## config.mk

```make
export PLATFORM = sky130hd
export DESIGN_NAME = gl_reg_sta_flat
export DESIGN_NICKNAME = d
export VERILOG_FILES = /design/src/rtl/gl_reg_sta_if.sv /design/src/rtl/gl_reg_sta.sv /design/src/flat_wrapper.sv
export SDC_FILE = /design/constraint.sdc
export NUM_CORES = 1
export LEC_CHECK = 0
export CORE_MARGIN = 2
export CORE_UTILIZATION = 35
export DETAILED_ROUTE_END_ITERATION = 6
export GPL_ROUTABILITY_DRIVEN = 0
export PLACE_DENSITY = 0.76
export SLEW_MARGIN = 30
export SYNTH_ARGS = -nofsm -noshare
export SYNTH_HDL_FRONTEND = slang
export SYNTH_SLANG_ARGS = --single-unit
```

## constraint.sdc

```tcl
create_clock -name clk -period 1 [get_ports clk]
set_clock_uncertainty 0.1 [all_clocks]
set_input_delay 0.1 -clock clk [delete_from_list [all_inputs] [get_ports clk]]
set_output_delay 0.1 -clock clk [all_outputs]
set_load 0.02 [all_outputs]
```

## src/rtl/gl_reg_sta_if.sv

```systemverilog
// gl_reg_sta_if: bus bundle for the data-register and sticky-status slices.
interface gl_reg_sta_if #(
    parameter int REG_W = 8,
    parameter int STA_W = 8
);
    logic             reg_we;
    logic [REG_W-1:0] reg_wdat;
    logic [REG_W-1:0] reg_q;
    logic             sta_rst0;
    logic [STA_W-1:0] sta_set;
    logic [STA_W-1:0] sta_clr;
    logic [STA_W-1:0] sta_q;
    logic [STA_W-1:0] sta_irq;

    modport master (
        output reg_we, reg_wdat, sta_rst0, sta_set, sta_clr,
        input  reg_q, sta_q, sta_irq
    );

    modport slave (
        input  reg_we, reg_wdat, sta_rst0, sta_set, sta_clr,
        output reg_q, sta_q, sta_irq
    );
endinterface

```

## src/rtl/gl_reg_sta.sv

```systemverilog
// gl_reg_sta: write-enabled data register plus set-beats-clear sticky status with irq.
// GLSTA_IRQ_LEVEL_EN: sta_irq mirrors sta_q (level) instead of a one-cycle set pulse.
module gl_reg_sta #(
    parameter int               REG_W    = 8,
    parameter int               STA_W    = 8,
    parameter logic [REG_W-1:0] REG_RSTV = '0
) (
    input logic          clk,
    input logic          srstz,
    gl_reg_sta_if.slave  bus
);
    logic [REG_W-1:0] reg_r;
    logic [STA_W-1:0] sta_r;

    always_ff @(posedge clk) begin
        if (!srstz) begin
            reg_r <= REG_RSTV;
            sta_r <= '0;
        end else begin
            if (bus.reg_we) reg_r <= bus.reg_wdat;
            // set is OR'd after the clear mask so a colliding clear is lost
            sta_r <= bus.sta_rst0 ? '0 : (sta_r & ~bus.sta_clr) | bus.sta_set;
        end
    end

`ifdef GLSTA_IRQ_LEVEL_EN
    assign bus.sta_irq = sta_r;
`else
    logic [STA_W-1:0] irq_r;

    always_ff @(posedge clk) begin
        if (!srstz || bus.sta_rst0) irq_r <= '0;
        else irq_r <= bus.sta_set;
    end

    assign bus.sta_irq = irq_r;
`endif

    assign bus.reg_q = reg_r;
    assign bus.sta_q = sta_r;
endmodule

```

## src/flat_wrapper.sv

```systemverilog
// flat-port wrapper written by rule: the top's interface ports become plain ports
module gl_reg_sta_flat 
#(
    parameter int               REG_W    = 8,
    parameter int               STA_W    = 8,
    parameter logic [REG_W-1:0] REG_RSTV = '0
)
  (clk, srstz, bus_reg_we, bus_reg_wdat, bus_sta_rst0, bus_sta_set, bus_sta_clr, bus_reg_q, bus_sta_q, bus_sta_irq);
  gl_reg_sta_if #(.REG_W(REG_W), .STA_W(STA_W)) bus_i ();
  input logic clk;
  input logic srstz;
  input wire logic [$bits(bus_i.reg_we)-1:0] bus_reg_we;
  input wire logic [$bits(bus_i.reg_wdat)-1:0] bus_reg_wdat;
  input wire logic [$bits(bus_i.sta_rst0)-1:0] bus_sta_rst0;
  input wire logic [$bits(bus_i.sta_set)-1:0] bus_sta_set;
  input wire logic [$bits(bus_i.sta_clr)-1:0] bus_sta_clr;
  output wire logic [$bits(bus_i.reg_q)-1:0] bus_reg_q;
  output wire logic [$bits(bus_i.sta_q)-1:0] bus_sta_q;
  output wire logic [$bits(bus_i.sta_irq)-1:0] bus_sta_irq;
  assign bus_i.reg_we = bus_reg_we;
  assign bus_i.reg_wdat = bus_reg_wdat;
  assign bus_i.sta_rst0 = bus_sta_rst0;
  assign bus_i.sta_set = bus_sta_set;
  assign bus_i.sta_clr = bus_sta_clr;
  assign bus_reg_q = bus_i.reg_q;
  assign bus_sta_q = bus_i.sta_q;
  assign bus_sta_irq = bus_i.sta_irq;
  gl_reg_sta #(.REG_W(REG_W), .STA_W(STA_W), .REG_RSTV(REG_RSTV)) u_core (.clk(clk), .srstz(srstz), .bus(bus_i));
endmodule
```

Word-level counts from Yosys, hierarchy flattened
Cells that the tools add are included.

cells by class
  add/sub/neg operators = 0
  multipliers = 0
  div/mod/pow operators = 0
  $lt $le $gt $ge = 0
  eq/ne operators = 0
  shift-type cells = 0
  multiplexer cells = 0
  bitwise logic cells = 4
  reductions and logical operators = 3

operator list
  operator            count
  $and A8 B8 Y8       1
  $not A8 Y8          1
  $or A8 B8 Y8        1
  $reduce_or A2 Y1    1
  $logic_not A1 Y1    1
  $logic_or A1 B1 Y1  1
  $not A1 Y1          1

word-level totals
  register bits after elaboration = 24
  latch bits = 0
  bits in writable memories = 0
  bits in read-only memories = 0
  input port bits = 28
  memories kept = 0

Logic depth before layout (Yosys ltp)
Gate-level depths: netlist of the first run.

  depth after elaboration = 3
  gate-level depth with buffers = 3
  depth with buffers taken out = 2

Worst setup path after synthesis of the first run
Ideal clock, no wire load.

  path kind = flip-flop to flip-flop
  start point = register u_core.sta_r[7] (netlist: u_core.bus.sta_q[7])
  end point = register u_core.sta_r[7] (netlist: u_core.bus.sta_q[7])
  data arrival time = 0.643 ns
  path slack = 0.143 ns
  stages on the path, launching flop included = 3
  path buffers = 0
  period minus slack after synthesis = 0.857 ns
  cell sequence = dfxtp_1 nor2b_1 o21a_1

between the ends
  word-level cells in the longest chain between the ends = 2

RTL lines
  what                    line              source
  from (decl)             gl_reg_sta.sv:13  logic [STA_W-1:0] sta_r;
  from (signal assigned)  gl_reg_sta.sv:22  sta_r <= bus.sta_rst0 ? '0 : (sta_r & ~bus.sta_clr) | bus.sta_set;
  $and A8 B8 Y8           gl_reg_sta.sv:22
  $or A8 B8 Y8            gl_reg_sta.sv:22

No other way between the ends.
A chain may end at the register's enable or synchronous reset.

Worst setup path in the final report of the first run
  start point = register u_core.sta_r[5] (netlist: u_core.bus.sta_q[5])
  end point = output bus_sta_q[5]

RTL lines
  what       line                source
  to (decl)  flat_wrapper.sv:18  output wire logic [$bits(bus_i.sta_q)-1:0] bus_sta_q;

No word-level cell between the ends.

==> flow_summary.toml, run 1 <==
[global_route]
antenna_found_initial = 0
track_usage_pct = 13.3
grt_pass1_vias = 665
grt_pass1_wl_mm = 2.68
grt_max_degree = 15
overflow = 0

[sta]
rsz0062_at_grt = "yes"
fin_crit_ns = 0.983
relSlewSlack_pct = 80.2
max_slew.worst_pin.slew_ns = 0.297
hold_slack_ns = 0.220
slew_violations = 0
max_clock_freq_mhz = 1020
fin_crit_sh_pct = 98.3
finalSetupViolCount = 0
hold_viol = 0

[clock_network]
cts_buffers = 3
cts.reportedPaths.clkPinSlew_ns = 0.12
cts.path.max_buffers = 2
worstSkewPairLatency_ns = 0.30
cts_tree = "built"
clock-sinks = 24
cts_root_buf = "clkbuf_4"
holdBufCountCts = 0
ctsHtreeMaxLevel = 1

[critical_path]
arrival_ns = 0.78
r2r_end = "u_core.bus.sta_q[5]$_SDFF_PP0_"
cp-end-kind = "output port"
path_cells = "buf_6"
worst-setup-path-type = "register to output port"
worstSetupStartpointType = "register"
ff2ff_path_depth = 3
reg2reg_slack_ns = 0.19
max_stage_delay_ns = 0.37
reg2reg_from = "u_core.bus.sta_q[5]$_SDFF_PP0_"
cp_max_fo = 2
crit_family = "flip-flops"
path_buf_inv = 1
slowest_stage = "dfxtp_2"
required_ns = 0.80

[logic_synthesis]
synthCells = 75
muxShareOfSynthArea_pct = 9.92
syn_nets = 103
synth_area_sq_um = 807
yosys_warnings = 0
ys_ff_latch = 24
ys_types = 13
yosys.area_share.simple_pct = 18.3
syn_area_per_cell_sq_um = 10.8
synth_adder_area_share_pct = 0
synth_top_family_by_area = "simple AND/OR/NAND/NOR gates"
synth_seq_area_share_pct = 59.5
synth_compound_area_share_pct = 6.67
synth_xor_area_share_pct = 0

[floorplanning]
die_h_microns = 52.0
dieArea_sq_um = 2710
initial_core_util_pct = 36.8
rows = 17
ios = 52
die_x_microns = 52.0
core_area_sq_um = 2190

[finish]
drive_gt1_share_pct = 44.4
area_growth_pct = 81.6
multi_input_area_sq_um = 282
fill_cells = 172
fin_cells = 161
seqCellArea_sq_um = 508
nNetsFinal = 162
n_antenna_cell = 0

[place]
port_buffers = 51
dp_hpwl_mm = 1.39
dp_cells = 155

[hold_path]
hold_depth = 3
hold_path_end = "u_core.bus.sta_irq[1]$_SDFF_PP0_"
hp-start = "bus_sta_set[1]"
holdCritPathClass = "primary input to register"

[run_status]
outcome = "completed"

[detailed_routing]
drt-total-wl_mm = 1.76
detail-route-antenna-nets = 0
route.met3.wl_microns = 261
drc = 0
drt-pass1-iter-count = 3
drt-wirelength-per-cell_microns = 11.0
drt_iter0_drc = 2
vias_per_cell = 4.22
dr_wl_met2_microns = 851
top_layer = "met3"
via_count = 680
drt-met1-wl_microns = 650

[run]
cap_violations = 0

[pwr]
p_leak_nw = 0.649
power_density_nw_per_um2 = 1290
peakVddDrop_mv = 0.903
power_mw = 1.89
==> power by group <==
part / internal, mW / switching [mW]
clock network: 0.222 / 0.268
registers: 1.01 / 0.0278
logic: 0.228 / 0.139
==> cells by family (layout without fill, tap and decap cells) <==
group,after synthesis,in the layout
compound gates,8,8
flops,24,24
buf+inv,9,67
mux,8,8
simple gates,26,26
==> cells in the final DEF, fill, tap and decap left out, drive strengths merged <==
cell	synthesis	routed
buf	2	29
clkdlybuf4s50	0	27
dfxtp	24	24
nor2b	10	10
mux2i	8	8
nand2b	8	8
inv	7	7
nor2	7	7
a21oi	7	7
clkbuf	0	4
and2	1	1
o21a	1	1
==> registers in the layout, summed over array words and instances, names as in the netlist <==
signal	count
u_core.bus.reg_q	8
u_core.bus.sta_irq	8
u_core.bus.sta_q	8
==> cell usage after synthesis <==
cell | number | area share, %
and2_1 | 1 | 0.78
buf_6 | 1 | 1.4
nor2b_1 | 10 | 7.8
nand2b_2 | 1 | 1.1
dfxtp_1 | 24 | 60
a21oi_1 | 4 | 2.5
a21oi_2 | 3 | 3.3
nand2b_1 | 7 | 5.4
o21a_1 | 1 | 0.93
inv_1 | 7 | 3.3
buf_4 | 1 | 0.93
mux2i_1 | 8 | 9.9
nor2_1 | 7 | 3.3
==> worst max-delay path by stage <==
stage                                   start                          endpoint  cells past startpoint
3_3_place_gp                     bus_sta_rst0    u_core.bus.sta_q[0]$_SDFF_PP0_                      3
2_1_floorplan  u_core.bus.sta_q[7]$_SDFF_PP0_    u_core.bus.sta_q[7]$_SDFF_PP0_                      2
4_1_cts        u_core.bus.sta_q[1]$_SDFF_PP0_                      bus_sta_q[1]                      1
5_1_grt        u_core.bus.sta_q[5]$_SDFF_PP0_                      bus_sta_q[5]                      1
3_5_place_dp                     bus_sta_rst0  u_core.bus.sta_irq[2]$_SDFF_PP0_                      3
6_report       u_core.bus.sta_q[5]$_SDFF_PP0_                      bus_sta_q[5]                      1
==> area by class of cell <==
type                    instances  area share (%)
clock buffers                   4            2.48
well taps                      28            2.39
inverters                       7            1.79
flip-flops and latches         24            34.7
multi-input cells              42            19.2
repair buffers                 56            39.5
==> metrics by stage <==
step           setup WS [ns]  cell area, sq um  util, %  TNS (ns)
6_report              0.0170              1470     66.9         0
5_1_grt              -0.0327              1470     66.9    -0.184
4_1_cts             0.000145              1360     62.3         0
3_5_place_dp          -0.216              1360     61.9     -6.95
3_3_place_gp          -0.183              1360     61.9     -6.38
2_1_floorplan          0.143               807        -         0
==> timing repair <==
item,CTS,global route
pin swaps,0,0
setup endpoints to repair,24,24
gates resized for setup,135,31
setup buffers,0,2
==> metal layers <==
layer  vias up  GRT usage [%]
met2        38           23.8
met4         0           5.26
met3         0           6.03
met5         -              0
met1       293           13.3
li1        349              -
No activity file was read; power rests on OpenSTA's default activity.
==> run 2, diff against run 1 <==
Settings changed: SLEW_MARGIN 30 to not set.
==> results of run 2 <==
Final layout, timing and power as in run 1 (identical DEF).
==> run 3, diff against run 2 <==
Settings changed: CORE_UTILIZATION 35 to 37, PLACE_DENSITY 0.76 to 0.8.
Clock period 1 ns to 1.2 ns, I/O delays scaled along.
==> flow_summary.toml, run 3 (synthesis gave the netlist of run 1 again) <==
[floorplanning]
rows = 16
dieArea_sq_um = 2570
initial_core_util_pct = 40.3
die_h_microns = 50.7
die_x_microns = 50.7
core_area_sq_um = 2000
ios = 52

[run]
cap_violations = 0

[clock_network]
postCtsSetupBuffers = 0
cts.path.max_buffers = 2
cts_buffers = 3
cts_root_buf = "clkbuf_4"
cts.reportedPaths.clkPinSlew_ns = 0.12
worstSkewPairLatency_ns = 0.30
ctsHtreeMaxLevel = 1
cts_tree = "built"
clock-sinks = 24

[global_route]
grt_pass1_wl_mm = 2.74
overflow = 0
grt_max_degree = 15
grt_pass1_vias = 680
track_usage_pct = 14.2
antenna_found_initial = 0

[sta]
fin_crit_ns = 1.15
fin_crit_sh_pct = 95.5
slew_violations = 0
hold_viol = 0
hold_slack_ns = 0.257
rsz0062_at_grt = "no"
max_slew.worst_pin.slew_ns = 0.290
tns_ns = 0
max_clock_freq_mhz = 872
finalSetupViolCount = 0
relSlewSlack_pct = 80.6

[critical_path]
crit_family = "flip-flops"
arrival_ns = 0.93
max_stage_delay_ns = 0.33
required_ns = 0.98
worst-setup-path-type = "register to output port"
worstSetupStartpointType = "register"
cp-end-kind = "output port"
reg2reg_slack_ns = 0.39
path_buf_inv = 1
slowest_stage = "dfxtp_1"
cp_max_fo = 1
path_cells = "clkdlybuf4s15_1"

[finish]
drive_gt1_share_pct = 23.1
fin_area_sq_um = 1310
n_antenna_cell = 0
area_growth_pct = 62.2
nNetsFinal = 159
fill_cells = 183
mostFrequentLayoutCells = "clkdlybuf4s50_1, dfxtp_1, clkbuf_2"
fin_cells = 157
final_common_cell = "clkdlybuf4s50_1"

[detailed_routing]
via_count = 674
drc = 0
drt-wirelength-per-cell_microns = 10.4
drt_iter0_drc = 4
drt-pass1-iter-count = 4
detail-route-antenna-nets = 0
vias_per_cell = 4.29
drt-total-wl_mm = 1.63

[place]
placedInstanceArea_sq_um = 1360
dp_cells = 153
port_buffers = 51

[pwr]
p_leak_nw = 0.592
power_density_nw_per_um2 = 1160
peakVddDrop_mv = 0.833

[hold_path]
holdCritPathClass = "primary input to register"

[run_status]
outcome = "completed"
run 3: layout make-up:
cell class,count,area [sq um],share of cell area [%]
Multi-Input combinational cell,42,282,21.5
Timing Repair Buffer,53,450,34.4
Inverter,7,26.3,2.01
Tap cell,27,33.8,2.58
Sequential cell,24,480,36.7
Clock buffer,4,36.3,2.77
run 3: power breakdown:
part | switching, mW | internal, mW
registers | 0.0163 | 0.835
clock network | 0.216 | 0.185
logic | 0.114 | 0.149
total | 0.346 | 1.17
run 3: stage by stage:
step                power (mW)  setup WS [ns]  util, %
detailed placement        1.17        -0.0912     67.9
global route              1.60        0.00159     65.4
floorplan                0.988          0.343        -
global placement          1.16        -0.0282     67.9
finish                    1.52         0.0537     65.4
CTS                       1.55     0.00000888     69.6
run 3: final timing paths:
path                                         start                               end  cells after the start
setup / recovery  u_core.bus.sta_irq[4]$_SDFF_PP0_                    bus_sta_irq[4]                      1
hold / removal                      bus_sta_set[0]  u_core.bus.sta_irq[0]$_SDFF_PP0_                      3
setup reg to reg    u_core.bus.sta_q[7]$_SDFF_PP0_    u_core.bus.sta_q[7]$_SDFF_PP0_                      2
hold reg to reg     u_core.bus.sta_q[0]$_SDFF_PP0_    u_core.bus.sta_q[0]$_SDFF_PP0_                      2
run 3: tightest hold or removal path, delay by kind of cell:
| kind | cells | cell delay (ns) |
|---|---|---|
| buf+inv | 2 | 0.47 |
| simple gates | 1 | 0.04 |
run 3: timing repair:
item	CTS	global route
endpoints found under the setup margin	24	22
gates resized for setup	45	25
hold buffers	0	0
cloned	0	0
run 3: metal layers:
layer	GRT usage [%]	vias to the layer above	part of all wire, %
met5	0	-	0
met1	14.9	291	40
met3	6.85	0	15
met4	5.41	0	0
li1	-	344	-
met2	24.3	39	45
